==> src/rtl/decode_issue_pipe_pkg.sv <==
// Shared types and default widths for the decode-to-writeback pipe.
// Field order of ctl_t matches the packed id_ctl bundle from decode.
package decode_issue_pipe_pkg;

  localparam int DEF_XLEN      = 32;
  localparam int DEF_RA_W      = 5;
  localparam int DEF_FUNC_W    = 10;
  localparam int DEF_LD_W      = 3;
  localparam int DEF_MEM_DEPTH = 2;
  localparam int DEF_WB_DEPTH  = 3;
  localparam int DEF_CNT_W     = 16;

  localparam int X0 = 0;

  typedef struct packed {
    logic reg_wr;
    logic jmp;
    logic uncond_jmp;
    logic rel_reg_jmp;
    logic mem_wr;
    logic dmem_bus_use;
    logic uses_a1;
  } ctl_t;

endpackage

==> src/rtl/decode_issue_pipe_if.sv <==
// Decode-side inputs and ex/mem/wb outputs of decode_issue_pipe.
// master: decode + downstream stages, slave: the pipe itself.
interface decode_issue_pipe_if
  import decode_issue_pipe_pkg::*;
#(
  parameter int XLEN   = DEF_XLEN,
  parameter int RA_W   = DEF_RA_W,
  parameter int FUNC_W = DEF_FUNC_W,
  parameter int LD_W   = DEF_LD_W,
  parameter int CNT_W  = DEF_CNT_W
);

  logic              id_valid;
  logic [RA_W-1:0]   id_a0;
  logic [RA_W-1:0]   id_a1;
  logic [RA_W-1:0]   id_a2;
  logic [XLEN-1:0]   id_d0;
  logic [XLEN-1:0]   id_d1;
  logic [XLEN-1:0]   id_imm;
  logic              id_en_imm;
  logic [FUNC_W-1:0] id_func;
  ctl_t              id_ctl;
  logic [LD_W-1:0]   id_ld_code;
  logic              ext_stall;
  logic              squash;

  logic              hz_stall;
  logic              ex_valid;
  logic [XLEN-1:0]   ex_data1;
  logic [XLEN-1:0]   ex_data2;
  logic [FUNC_W-1:0] ex_func;
  logic              ex_en_jmp;
  logic              ex_en_uncond_jmp;
  logic              ex_en_rel_reg_jmp;
  logic [XLEN-1:0]   ex_imm;
  logic              mem_en_wr;
  logic              mem_bus_use;
  logic [XLEN-1:0]   mem_data;
  logic              wb_en_reg_wr;
  logic [RA_W-1:0]   wb_a2;
  logic [LD_W-1:0]   wb_ld_code;
  logic [XLEN-1:0]   wb_imm;
  logic [CNT_W-1:0]  hz_cnt;

  modport master (
    output id_valid, id_a0, id_a1, id_a2,
    output id_d0, id_d1, id_imm, id_en_imm,
    output id_func, id_ctl, id_ld_code,
    output ext_stall, squash,
    input  hz_stall, ex_valid,
    input  ex_data1, ex_data2, ex_func,
    input  ex_en_jmp, ex_en_uncond_jmp,
    input  ex_en_rel_reg_jmp, ex_imm,
    input  mem_en_wr, mem_bus_use, mem_data,
    input  wb_en_reg_wr, wb_a2,
    input  wb_ld_code, wb_imm, hz_cnt
  );

  modport slave (
    input  id_valid, id_a0, id_a1, id_a2,
    input  id_d0, id_d1, id_imm, id_en_imm,
    input  id_func, id_ctl, id_ld_code,
    input  ext_stall, squash,
    output hz_stall, ex_valid,
    output ex_data1, ex_data2, ex_func,
    output ex_en_jmp, ex_en_uncond_jmp,
    output ex_en_rel_reg_jmp, ex_imm,
    output mem_en_wr, mem_bus_use, mem_data,
    output wb_en_reg_wr, wb_a2,
    output wb_ld_code, wb_imm, hz_cnt
  );

endinterface

==> src/rtl/decode_issue_pipe_delay.sv <==
// Register chain with hold and bubble-load; exposes every stage.
// Ports: clk, rst (async low), hold, bubble, d, taps[1..DEPTH].
module decode_issue_pipe_delay #(
  parameter int W     = 1,
  parameter int DEPTH = 1
) (
  input  logic                    clk,
  input  logic                    rst,
  input  logic                    hold,
  input  logic                    bubble,
  input  logic [W-1:0]            d,
  output logic [DEPTH:1][W-1:0]   taps
);

  always_ff @(posedge clk or negedge rst) begin
    if (!rst) begin
      taps <= '0;
    end else if (!hold) begin
      taps[1] <= bubble ? '0 : d;
      for (int k = 2; k <= DEPTH; k++) begin
        taps[k] <= taps[k-1];
      end
    end
  end

endmodule

==> src/rtl/decode_issue_pipe.sv <==
// Decode-to-writeback control pipe with RAW scoreboard and stall count.
// Ports: clk, rst (async low), bus (decode_issue_pipe_if.slave).
module decode_issue_pipe
  import decode_issue_pipe_pkg::*;
#(
  parameter int XLEN      = DEF_XLEN,
  parameter int RA_W      = DEF_RA_W,
  parameter int FUNC_W    = DEF_FUNC_W,
  parameter int LD_W      = DEF_LD_W,
  parameter int MEM_DEPTH = DEF_MEM_DEPTH,
  parameter int WB_DEPTH  = DEF_WB_DEPTH,
  parameter int CNT_W     = DEF_CNT_W
) (
  input logic                clk,
  input logic                rst,
  decode_issue_pipe_if.slave bus
);

  localparam int WW = RA_W + 1;
  localparam int LW = LD_W + XLEN;
  localparam int MW = XLEN + 2;

  logic hold;
  logic hz;
  logic bubble;
  logic m0;
  logic m1;

  logic [WB_DEPTH:1][0:0]     v_t;
  logic [WB_DEPTH:1][WW-1:0]  w_t;
  logic [WB_DEPTH:1][LW-1:0]  l_t;
  logic [MEM_DEPTH:1][MW-1:0] m_t;

  logic v1;
  logic vm;
  logic vw;

  logic [XLEN-1:0]   d1_q;
  logic [XLEN-1:0]   d2_q;
  logic [FUNC_W-1:0] func_q;
  logic              jmp_q;
  logic              uj_q;
  logic              rrj_q;
  logic [CNT_W-1:0]  cnt_q;

  logic unused_taps;

  assign hold   = bus.ext_stall;
  // squash and a hazard both load an all-zero stage 1
  assign bubble = hz | bus.squash;

  decode_issue_pipe_delay #(.W(1), .DEPTH(WB_DEPTH)) u_valid (
    .clk    (clk),
    .rst    (rst),
    .hold   (hold),
    .bubble (bubble),
    .d      (bus.id_valid),
    .taps   (v_t)
  );

  decode_issue_pipe_delay #(.W(WW), .DEPTH(WB_DEPTH)) u_wr (
    .clk    (clk),
    .rst    (rst),
    .hold   (hold),
    .bubble (bubble),
    .d      ({bus.id_ctl.reg_wr, bus.id_a2}),
    .taps   (w_t)
  );

  decode_issue_pipe_delay #(.W(LW), .DEPTH(WB_DEPTH)) u_ld (
    .clk    (clk),
    .rst    (rst),
    .hold   (hold),
    .bubble (bubble),
    .d      ({bus.id_ld_code, bus.id_imm}),
    .taps   (l_t)
  );

  decode_issue_pipe_delay #(.W(MW), .DEPTH(MEM_DEPTH)) u_mem (
    .clk    (clk),
    .rst    (rst),
    .hold   (hold),
    .bubble (bubble),
    .d      ({bus.id_ctl.mem_wr,
              bus.id_ctl.dmem_bus_use,
              bus.id_d1}),
    .taps   (m_t)
  );

  assign unused_taps = ^{l_t, m_t};

  always_ff @(posedge clk or negedge rst) begin
    if (!rst) begin
      d1_q   <= '0;
      d2_q   <= '0;
      func_q <= '0;
      jmp_q  <= 1'b0;
      uj_q   <= 1'b0;
      rrj_q  <= 1'b0;
    end else if (!hold) begin
      if (bubble) begin
        d1_q   <= '0;
        d2_q   <= '0;
        func_q <= '0;
        jmp_q  <= 1'b0;
        uj_q   <= 1'b0;
        rrj_q  <= 1'b0;
      end else begin
        d1_q   <= bus.id_d0;
        d2_q   <= bus.id_en_imm ? bus.id_imm
                                : bus.id_d1;
        func_q <= bus.id_func;
        jmp_q  <= bus.id_ctl.jmp;
        uj_q   <= bus.id_ctl.uncond_jmp;
        rrj_q  <= bus.id_ctl.rel_reg_jmp;
      end
    end
  end

  // the last stage still counts: regfile commits on the same edge
  always_comb begin
    m0 = 1'b0;
    m1 = 1'b0;
    for (int k = 1; k <= WB_DEPTH; k++) begin
      if (v_t[k][0] && w_t[k][RA_W]) begin
        if (w_t[k][RA_W-1:0] == bus.id_a0) m0 = 1'b1;
        if (w_t[k][RA_W-1:0] == bus.id_a1) m1 = 1'b1;
      end
    end
  end

  assign hz = bus.id_valid &
              ((m0 & (bus.id_a0 != RA_W'(X0))) |
               (bus.id_ctl.uses_a1 & m1 &
                (bus.id_a1 != RA_W'(X0))));

  always_ff @(posedge clk or negedge rst) begin
    if (!rst) begin
      cnt_q <= '0;
    end else if (!hold && hz && cnt_q != '1) begin
      cnt_q <= cnt_q + 1'b1;
    end
  end

  assign v1 = v_t[1][0];
  assign vm = v_t[MEM_DEPTH][0];
  assign vw = v_t[WB_DEPTH][0];

  assign bus.hz_stall = hz & ~hold;
  assign bus.hz_cnt   = cnt_q;

  assign bus.ex_valid          = v1;
  assign bus.ex_data1          = v1 ? d1_q : '0;
  assign bus.ex_data2          = v1 ? d2_q : '0;
  assign bus.ex_func           = v1 ? func_q : '0;
  assign bus.ex_en_jmp         = v1 & jmp_q;
  assign bus.ex_en_uncond_jmp  = v1 & uj_q;
  assign bus.ex_en_rel_reg_jmp = v1 & rrj_q;
  assign bus.ex_imm            = v1 ? l_t[1][XLEN-1:0] : '0;

  assign bus.mem_en_wr   = vm & m_t[MEM_DEPTH][XLEN+1];
  assign bus.mem_bus_use = vm & m_t[MEM_DEPTH][XLEN];
  assign bus.mem_data    = vm ? m_t[MEM_DEPTH][XLEN-1:0] : '0;

  assign bus.wb_en_reg_wr = vw & w_t[WB_DEPTH][RA_W];
  assign bus.wb_a2        = vw ? w_t[WB_DEPTH][RA_W-1:0] : '0;
  assign bus.wb_ld_code   = vw ? l_t[WB_DEPTH][LW-1:XLEN] : '0;
  assign bus.wb_imm       = vw ? l_t[WB_DEPTH][XLEN-1:0] : '0;

endmodule

==> src/flat_wrapper.sv <==
// flat-port wrapper written by rule: the top's interface ports become plain ports
module decode_issue_pipe_flat import decode_issue_pipe_pkg::*;
#(
  parameter int XLEN      = DEF_XLEN,
  parameter int RA_W      = DEF_RA_W,
  parameter int FUNC_W    = DEF_FUNC_W,
  parameter int LD_W      = DEF_LD_W,
  parameter int MEM_DEPTH = DEF_MEM_DEPTH,
  parameter int WB_DEPTH  = DEF_WB_DEPTH,
  parameter int CNT_W     = DEF_CNT_W
)
  (clk, rst, bus_id_valid, bus_id_a0, bus_id_a1, bus_id_a2, bus_id_d0, bus_id_d1, bus_id_imm, bus_id_en_imm, bus_id_func, bus_id_ctl, bus_id_ld_code, bus_ext_stall, bus_squash, bus_hz_stall, bus_ex_valid, bus_ex_data1, bus_ex_data2, bus_ex_func, bus_ex_en_jmp, bus_ex_en_uncond_jmp, bus_ex_en_rel_reg_jmp, bus_ex_imm, bus_mem_en_wr, bus_mem_bus_use, bus_mem_data, bus_wb_en_reg_wr, bus_wb_a2, bus_wb_ld_code, bus_wb_imm, bus_hz_cnt);
  decode_issue_pipe_if #(.XLEN(XLEN), .RA_W(RA_W), .FUNC_W(FUNC_W), .LD_W(LD_W), .CNT_W(CNT_W)) bus_i ();
  input logic clk;
  input logic rst;
  input wire logic [$bits(bus_i.id_valid)-1:0] bus_id_valid;
  input wire logic [$bits(bus_i.id_a0)-1:0] bus_id_a0;
  input wire logic [$bits(bus_i.id_a1)-1:0] bus_id_a1;
  input wire logic [$bits(bus_i.id_a2)-1:0] bus_id_a2;
  input wire logic [$bits(bus_i.id_d0)-1:0] bus_id_d0;
  input wire logic [$bits(bus_i.id_d1)-1:0] bus_id_d1;
  input wire logic [$bits(bus_i.id_imm)-1:0] bus_id_imm;
  input wire logic [$bits(bus_i.id_en_imm)-1:0] bus_id_en_imm;
  input wire logic [$bits(bus_i.id_func)-1:0] bus_id_func;
  input wire logic [$bits(bus_i.id_ctl)-1:0] bus_id_ctl;
  input wire logic [$bits(bus_i.id_ld_code)-1:0] bus_id_ld_code;
  input wire logic [$bits(bus_i.ext_stall)-1:0] bus_ext_stall;
  input wire logic [$bits(bus_i.squash)-1:0] bus_squash;
  output wire logic [$bits(bus_i.hz_stall)-1:0] bus_hz_stall;
  output wire logic [$bits(bus_i.ex_valid)-1:0] bus_ex_valid;
  output wire logic [$bits(bus_i.ex_data1)-1:0] bus_ex_data1;
  output wire logic [$bits(bus_i.ex_data2)-1:0] bus_ex_data2;
  output wire logic [$bits(bus_i.ex_func)-1:0] bus_ex_func;
  output wire logic [$bits(bus_i.ex_en_jmp)-1:0] bus_ex_en_jmp;
  output wire logic [$bits(bus_i.ex_en_uncond_jmp)-1:0] bus_ex_en_uncond_jmp;
  output wire logic [$bits(bus_i.ex_en_rel_reg_jmp)-1:0] bus_ex_en_rel_reg_jmp;
  output wire logic [$bits(bus_i.ex_imm)-1:0] bus_ex_imm;
  output wire logic [$bits(bus_i.mem_en_wr)-1:0] bus_mem_en_wr;
  output wire logic [$bits(bus_i.mem_bus_use)-1:0] bus_mem_bus_use;
  output wire logic [$bits(bus_i.mem_data)-1:0] bus_mem_data;
  output wire logic [$bits(bus_i.wb_en_reg_wr)-1:0] bus_wb_en_reg_wr;
  output wire logic [$bits(bus_i.wb_a2)-1:0] bus_wb_a2;
  output wire logic [$bits(bus_i.wb_ld_code)-1:0] bus_wb_ld_code;
  output wire logic [$bits(bus_i.wb_imm)-1:0] bus_wb_imm;
  output wire logic [$bits(bus_i.hz_cnt)-1:0] bus_hz_cnt;
  assign bus_i.id_valid = bus_id_valid;
  assign bus_i.id_a0 = bus_id_a0;
  assign bus_i.id_a1 = bus_id_a1;
  assign bus_i.id_a2 = bus_id_a2;
  assign bus_i.id_d0 = bus_id_d0;
  assign bus_i.id_d1 = bus_id_d1;
  assign bus_i.id_imm = bus_id_imm;
  assign bus_i.id_en_imm = bus_id_en_imm;
  assign bus_i.id_func = bus_id_func;
  assign bus_i.id_ctl = bus_id_ctl;
  assign bus_i.id_ld_code = bus_id_ld_code;
  assign bus_i.ext_stall = bus_ext_stall;
  assign bus_i.squash = bus_squash;
  assign bus_hz_stall = bus_i.hz_stall;
  assign bus_ex_valid = bus_i.ex_valid;
  assign bus_ex_data1 = bus_i.ex_data1;
  assign bus_ex_data2 = bus_i.ex_data2;
  assign bus_ex_func = bus_i.ex_func;
  assign bus_ex_en_jmp = bus_i.ex_en_jmp;
  assign bus_ex_en_uncond_jmp = bus_i.ex_en_uncond_jmp;
  assign bus_ex_en_rel_reg_jmp = bus_i.ex_en_rel_reg_jmp;
  assign bus_ex_imm = bus_i.ex_imm;
  assign bus_mem_en_wr = bus_i.mem_en_wr;
  assign bus_mem_bus_use = bus_i.mem_bus_use;
  assign bus_mem_data = bus_i.mem_data;
  assign bus_wb_en_reg_wr = bus_i.wb_en_reg_wr;
  assign bus_wb_a2 = bus_i.wb_a2;
  assign bus_wb_ld_code = bus_i.wb_ld_code;
  assign bus_wb_imm = bus_i.wb_imm;
  assign bus_hz_cnt = bus_i.hz_cnt;
  decode_issue_pipe #(.XLEN(XLEN), .RA_W(RA_W), .FUNC_W(FUNC_W), .LD_W(LD_W), .MEM_DEPTH(MEM_DEPTH), .WB_DEPTH(WB_DEPTH), .CNT_W(CNT_W)) u_core (.clk(clk), .rst(rst), .bus(bus_i));
endmodule
==> config.mk <==
export PLATFORM = sky130hd
export DESIGN_NAME = decode_issue_pipe_flat
export DESIGN_NICKNAME = d
export VERILOG_FILES = /design/src/rtl/decode_issue_pipe_pkg.sv /design/src/rtl/decode_issue_pipe_if.sv /design/src/rtl/decode_issue_pipe_delay.sv /design/src/rtl/decode_issue_pipe.sv /design/src/flat_wrapper.sv
export SDC_FILE = /design/constraint.sdc
export NUM_CORES = 1
export LEC_CHECK = 0
export BUFFER_PORTS_ARGS = -buffer_cell sky130_fd_sc_hd__buf_2
export CAP_MARGIN = 20
export CORE_MARGIN = 2
export CORE_UTILIZATION = 58
export DETAILED_ROUTE_END_ITERATION = 16
export GPL_ROUTABILITY_DRIVEN = 1
export PLACE_DENSITY = 0.87
export SKIP_LAST_GASP = 1
export SLEW_MARGIN = 15
export SYNTH_ARGS = -nofsm -noshare
export SYNTH_HDL_FRONTEND = slang
export SYNTH_HIERARCHICAL = 1
export SYNTH_SLANG_ARGS = --single-unit
==> constraint.sdc <==
create_clock -name clk -period 5 [get_ports clk]
set_input_delay 0.75 -clock clk [delete_from_list [all_inputs] [get_ports clk]]
set_output_delay 0.75 -clock clk [all_outputs]
set_load 0.02 [all_outputs]
==> impl_results.md, run 1 <==
- Crit start category: flop
- Pre-CTS setup slack: around 1.1 ns
- Post-CTS setup buffers: 0
- CP endpoint kind: primary output
- Most frequent cell after synthesis: dfrtp_1
- CTS Sinks: ~290
- Top-area cell type share of the netlist area: approximately 53%
- Crit Reg-Reg Endpoint: u_core/u_ld/taps[9]
- Initial drt markers: a little under 700
- Number of flops mapped to enable cells by yosys: 0
- Register bit total from synthesis: ~290
- GRT Max-Usage Layer: met2
- Die Wd: roughly 160 um
- Synth unique cells: a little over 40
- IO Port Bufs: around 340
- Syn avg cell area: roughly 11 sq um
- Cts bufs inserted: 30
- Dominant synthesized flop cell: dfrtp_1
- DP Wirelength: 22,900 um
- Ranking of synthesized cells by area: dfrtp_1 53%, and2_1 8.4%, mux2_4 6.4%
- Leak: 8.42 nW
- Syn-to-layout area delta: 20.9%
- Gate power share: approximately 14%
- Total I/O pin count: ~340
- Global route total overflow: 0
- GRT Total Usage: between 20 and 30%
- Avg WL per Cell: approximately 18 um
- Hold Vio Cnt, Final: 0
- Worst R2R Path Depth: 9
- CTS tree: yes
- Final GP Congestion: approximately 0.9
- CTS root buf: clkbuf_16
- # nets final: between 1,500 and 2,000
- Clk network pwr share: 40.0%
- H-Tree Depth: 1
- Final worst setup slack: between 1 and 1.5 ns
- Max-Cap Viols: 0
- Slew headroom: between 30% and 40%
- Die area: approximately 25,000 sq um
- Crit share post-route: 74.7%
- Final Max Slew Viols: 0
- Routed Antenna Nets: 0
- Met1 GRT Util: a little under two fifths
- Crit-path max FO: 19
- Worst VDD drop: approximately 220 uV
- Vias in the first global route: slightly below 10,000
- RSZ-0062 raised after global routing: no
- Initial core utilization: around three fifths
- Post-CTS Hold Fix Bufs: 0
- CORE AREA: approximately 23,000 sq um
- Die Y: roughly 160 um
- Sequential element share of the synthesized area: a little over half
- First-pass GRT wire length: 53,000 um
- TritonRoute pass-1 iters: 5
- FFs w/ async S/R, synth: 100%
- Pwr Density: 352 nW/um^2
- Slew @ Worst Pin: between 0.9 and 1 ns
- Layout cells sized above 1: 33.5%
- Most instantiated cells after synthesis: 287 x dfrtp_1, 183 x and2_1, 155 x nand2_1, 118 x nand2b_1, 106 x o21ai_0
- # DRC: 0
- Via density: approximately 5.3
- Sum Neg Setup Slack: 0 ns
- Initial antenna violation count: 5
- CP arrival: 2.99 ns
- Worst Skew: between 0.008 and 0.009 ns
- Final setup vio count: 0
- Setup CP Type: reg -> out
- Largest net degree at the start of global routing: between 100 and 150
- Post-cts resize count: 0
- Flop pwr share: around 46%
- Yosys synthesis warning count: 6
- Cell internal pwr: between 4 and 5 mW
- M3 GR Usage: under 10%
- Via count: 10,100
- Maximum root-to-sink buffer count: 3
- Status: completed
- Largest area contributor in the netlist: dfrtp_1
- Synth Cell Area: around 14,000 sq um
- Sw frac: around a quarter
- WP data required: 4.25 ns
- Syn_nets: around 1,400
- Final WL: 34,300 um
- Synth Instances: 1,246
- Grt met2 use: 42.6%
- Slack of the worst reg-to-reg path: around 1.4 ns
- Row cnt: 56
- Worst-Skew Late Latency: about 0.55 ns
- Switching Power: between 1.5 and 2 mW
- Final worst path period need: approximately 3.7 ns
- Clock slew at reported path FFs: about 0.06 ns
- Fmax: 268 MHz
- Filler cell count: 1,729
- Worst min path class: in -> async
- Reg2Reg Launch Point: u_core/u_wr/taps[12]
-- layout make-up --
cell class | count | area (sq um) | share of cell area (%)
clock inverter | 16 | 194 | 1.18
antenna | 7 | 17.5 | 0.106
inverter | 3 | 11.3 | 0.0683
sequential | 287 | 7180 | 43.6
clock buffer | 40 | 850 | 5.15
timing repair buffer | 351 | 1860 | 11.3
tap | 319 | 399 | 2.42
multi-input combinational | 868 | 5980 | 36.3
-- worst max-delay path by stage --
| stage | endpoint | slack [ns] | cells past startpoint | from |
|---|---|---|---|---|
| after floorplan | bus_hz_stall | 1.75 | 7 | bus_id_a0[1] |
| after global placement | u_core/u_mem/taps[20] | 1.17 | 9 | bus_id_a0[1] |
| after detailed placement | u_core/u_ld/taps[15] | 1.11 | 9 | bus_id_a0[1] |
| after CTS | bus_hz_stall | 1.30 | 7 | u_core/u_wr/taps[12] |
| after global routing | bus_hz_stall | 1.11 | 7 | u_core/u_wr/taps[12] |
| final | bus_hz_stall | 1.26 | 7 | u_core/u_wr/taps[12] |
-- power by group through the flow --
stage / combinational, mW / sequential (mW) / clock, mW
2_1_floorplan: 0.536 / 2.67 / 0
3_3_place_gp: 0.782 / 2.70 / 0
3_5_place_dp: 0.806 / 2.72 / 0
4_1_cts: 0.810 / 2.68 / 2.36
5_1_grt: 0.880 / 2.71 / 2.47
6_report: 0.805 / 2.68 / 2.32
-- cells in the final DEF (no fill, tap or decap), types with 7 or more instances in the layout --
cell type	count
o21ai_1	13
nand2b_1	118
mux2_2	59
mux2_4	58
nand2_1	155
xor2_1	12
diode_2	7
o31ai_1	28
xnor2_1	29
and2_1	183
buf_2	336
nor2_1	11
clkbuf_16	31
nand3_1	16
clkinv_2	7
mux2i_1	32
o21ai_0	106
dfrtp_1	286
buf_4	9
nand4_1	10
-- logic make-up after synthesis --
family	count (synthesis)	synth area share, %
and+or+nand+nor	512	20.3
buffers and inverters	91	3.57
xor gates and xnor gates	41	2.63
AOI/OAI and AO/OA	163	7.04
muxes	151	13.8
adders and majority gates	1	0.0917
DFF	287	52.6
-- state kept, by name, indices dropped and copies added, names as in the netlist --
| name | count |
|---|---|
| u_core/d1_q | 32 |
| u_core/u_ld/taps | 105 |
| u_core/u_valid/taps | 3 |
| u_core/func_q | 10 |
| u_core/u_mem/taps | 68 |
| u_core/jmp_q | 1 |
| u_core/uj_q | 1 |
| u_core/d2_q | 32 |
| u_core/bus.hz_cnt | 16 |
| u_core/rrj_q | 1 |
| u_core/u_wr/taps | 18 |
-- per-stage QoR --
stage	total power, mW	util (%)	cells	hold slack [ns]	area (sq um)
finish	5.81	70.9	1891	0.300	16500
global placement	3.49	66.3	1828	0.453	15400
CTS	5.85	70.8	1884	0.358	16500
floorplan	3.21	-	1246	0.441	13600
global route	6.06	70.9	1889	0.386	16500
detailed placement	3.52	66.3	1828	0.458	15400
-- worst max-delay path, stage by stage (launching register included) --
cell and delay [ns]:
dfrtp_1 0.40, inv_1 0.09, a221o_1 0.34, or4_1 0.50, o21ai_0 0.11, a22o_1 0.60
nor2b_1 0.22, buf_2 0.18
-- routing by layer --
layer,wire [um],vias up
met5,0,-
met4,1280,0
met3,1900,86
met2,16500,359
met1,14500,4920
li1,-,4735
No activity file was read; power rests on OpenSTA's default activity.
==> run 2: changes to the inputs <==
--- a/config.mk
+++ b/config.mk
@@ -8,10 +8,10 @@
 export BUFFER_PORTS_ARGS = -buffer_cell sky130_fd_sc_hd__buf_2
 export CAP_MARGIN = 20
 export CORE_MARGIN = 2
-export CORE_UTILIZATION = 58
+export CORE_UTILIZATION = 49
 export DETAILED_ROUTE_END_ITERATION = 16
 export GPL_ROUTABILITY_DRIVEN = 1
-export PLACE_DENSITY = 0.87
+export PLACE_DENSITY = 0.78
 export SKIP_LAST_GASP = 1
 export SLEW_MARGIN = 15
 export SYNTH_ARGS = -nofsm -noshare
==> constraint.sdc (replaced) <==
create_clock -name clk -period 3.3 [get_ports clk]
set_input_delay 0.495 -clock clk [delete_from_list [all_inputs] [get_ports clk]]
set_output_delay 0.495 -clock clk [all_outputs]
set_load 0.02 [all_outputs]
==> impl_results.md, run 2 (synthesis gave the netlist of run 1 again) <==
- Post-CTS Hold Fix Bufs: 0 (unchanged)
- Layout cells sized above 1: 34.1% (was 33.5%)
- DP Wirelength: 23,400 um (was 22,900 um)
- Most frequent cells in the layout: 336 x buf_2, 286 x dfrtp_1, 183 x and2_1 (unchanged)
- Commonest non-fill, non-tap cell in the layout: buf_2 (unchanged)
- Fmax: between 300 and 400 MHz
- Slew headroom: 35.7% (was 36.4%)
- CP endpoint kind: primary output (unchanged)
- Total I/O pin count: 339 (unchanged)
- Crit share post-route: around 93%
- Crit start category: flop (unchanged)
- H-Tree Depth: 2 (was 1)
- Hold Vio Cnt, Final: 2 (was 0)
- Die Wd: 171 um (was 157 um)
- Cts bufs inserted: 34 (was 30)
- Initial core utilization: 49.4% (was 58.7%)
- Via count: 10,000 (was 10,100)
- WP data required: 2.80 ns (was 4.25 ns)
- Final Max Slew Viols: 0 (unchanged)
- Initial drt markers: 747 (was 679)
- Largest net degree at the start of global routing: 113 (was 128)
- Row cnt: 61 (was 56)
- Final worst setup slack: 0.219 ns (was 1.26 ns)
- Via density: 5.11 (was 5.34)
- Pre-CTS setup slack: 0.484 ns (was 1.11 ns)
- WHS: -0.00451 ns (was 0.300 ns)
- First-pass GRT wire length: 53,600 um (was 53,000 um)
- TritonRoute pass-1 iters: 5 (unchanged)
- CORE AREA: 27,600 sq um (was 23,300 sq um)
- Worst-Skew Late Latency: 0.50 ns (was 0.55 ns)
- CTS tree: yes (unchanged)
- Pwr Density: 530 nW/um^2 (was 352 nW/um^2)
- Worst min path class: in -> async (unchanged)
- Slew @ Worst Pin: 0.965 ns (was 0.954 ns)
- Final GP Congestion: 0.918 (was 0.874)
- GRT Total Usage: 23.1% (was 27.1%)
- Routed Antenna Nets: 0 (unchanged)
- Initial antenna violation count: 6 (was 5)
- Global route total overflow: 0 (unchanged)
- Placed cell areas: 15,600 sq um (was 15,400 sq um)
- Sum Neg Setup Slack: 0 ns (unchanged)
- IO Port Bufs: 338 (unchanged)
- Max FFs per register: 105 (unchanged)
- Final setup vio count: 0 (unchanged)
- Maximum root-to-sink buffer count: 3 (unchanged)
- Leak: 8.52 nW (was 8.42 nW)
- Syn-to-layout area delta: 22.6% (was 20.9%)
- # DRC: 0 (unchanged)
- Worst Skew: 0.0164 ns (was 0.00884 ns)
- # nets final: 1,691 (was 1,679)
- Final worst path period need: 3.08 ns
- CTS root buf: clkbuf_16 (unchanged)
- CTS Sinks: 287 (unchanged)
- Largest regs: u_core/u_ld/taps x105, u_core/u_mem/taps x68 (unchanged)
- Failing checks: negative hold slack
- Final std cell area, no fill: 16,700 sq um (was 16,500 sq um)
- Die Y: 171 um (was 157 um)
- Avg WL per Cell: 17.3 um (was 18.1 um)
- Clock slew at reported path FFs: 0.05 ns (was 0.06 ns)
- Worst VDD drop: 336 uV (was 220 uV)
- RSZ-0062 raised after global routing: no (unchanged)
- Final WL: 33,900 um (was 34,300 um)
- Crit-path max FO: 4 (was 19)
- Filler cell count: 2,344 (was 1,729)
- CP arrival: 2.59 ns (was 2.99 ns)
- Setup CP Type: reg -> out (unchanged)
- Worst R2R Path Depth: 9 (unchanged)
- Top reg by flops: u_core/u_ld/taps (unchanged)
- Die area: 29,200 sq um (was 24,800 sq um)
- Status: finished, violations left (was completed)
- Vias in the first global route: 9,909 (was 9,926)
- Max-Cap Viols: 0 (unchanged)
-- run 2: power breakdown --
group          switching, mW  internal (mW)
clock                   1.43           2.15
combinational          0.670          0.558
sequential             0.215           3.85
-- run 2: area by class of cell --
type	count	area, sq um	area share, %
Antenna cell	7	17.5	0.105
Clock buffer	49	1020	6.09
Clock inverter	11	67.6	0.404
Inverter	3	11.3	0.0673
Multi-Input combinational cell	868	5980	35.7
Sequential cell	287	7180	42.9
Tap cell	378	473	2.83
Timing Repair Buffer	359	1990	11.9
-- run 2: path summary, 6_finish.rpt --
check                                      from                     to  slack, ns
max in group asynchronous                   rst   u_core/u_ld/taps[74]       2.46
min reg2reg                     u_core/d2_q[22]        u_core/d2_q[22]       0.47
min                                         rst   u_core/bus.hz_cnt[1]     -0.005
min in group clk              bus_id_ld_code[0]   u_core/u_ld/taps[32]       0.22
max reg2reg                u_core/u_wr/taps[12]  u_core/u_mem/taps[31]       0.53
max                        u_core/u_wr/taps[12]           bus_hz_stall       0.22
-- run 2: what timing repair did --
item / CTS / global route
endpoints found under the setup margin: 0 / 1
gates resized for setup: 0 / 1
buffers inserted: 0 / 1
-- run 2: routing by layer --
metal	global-route usage [%]	vias up	routed length, um
li1	-	4757	-
met1	32.4	4847	14900
met2	35.5	350	15700
met3	4.42	77	2070
met4	9.65	0	1220
met5	0	-	0
-- run 2: stage by stage --
stage / cells / utilization [%] / total power [mW]
floorplan: 1246 / - / 4.86
global placement: 1894 / 56.5 / 5.30
detailed placement: 1894 / 56.5 / 5.36
CTS: 1954 / 60.5 / 8.97
global route: 1961 / 60.6 / 9.28
finish: 1962 / 60.6 / 8.87
-- run 2: worst max-delay path: stages, from the launching register on --
cell	delay, ns
dfrtp_1	0.41
inv_1	0.08
a221o_1	0.35
or4_1	0.49
o21ai_0	0.10
a22o_1	0.23
buf_6	0.13
nor2b_1	0.13
buf_2	0.17
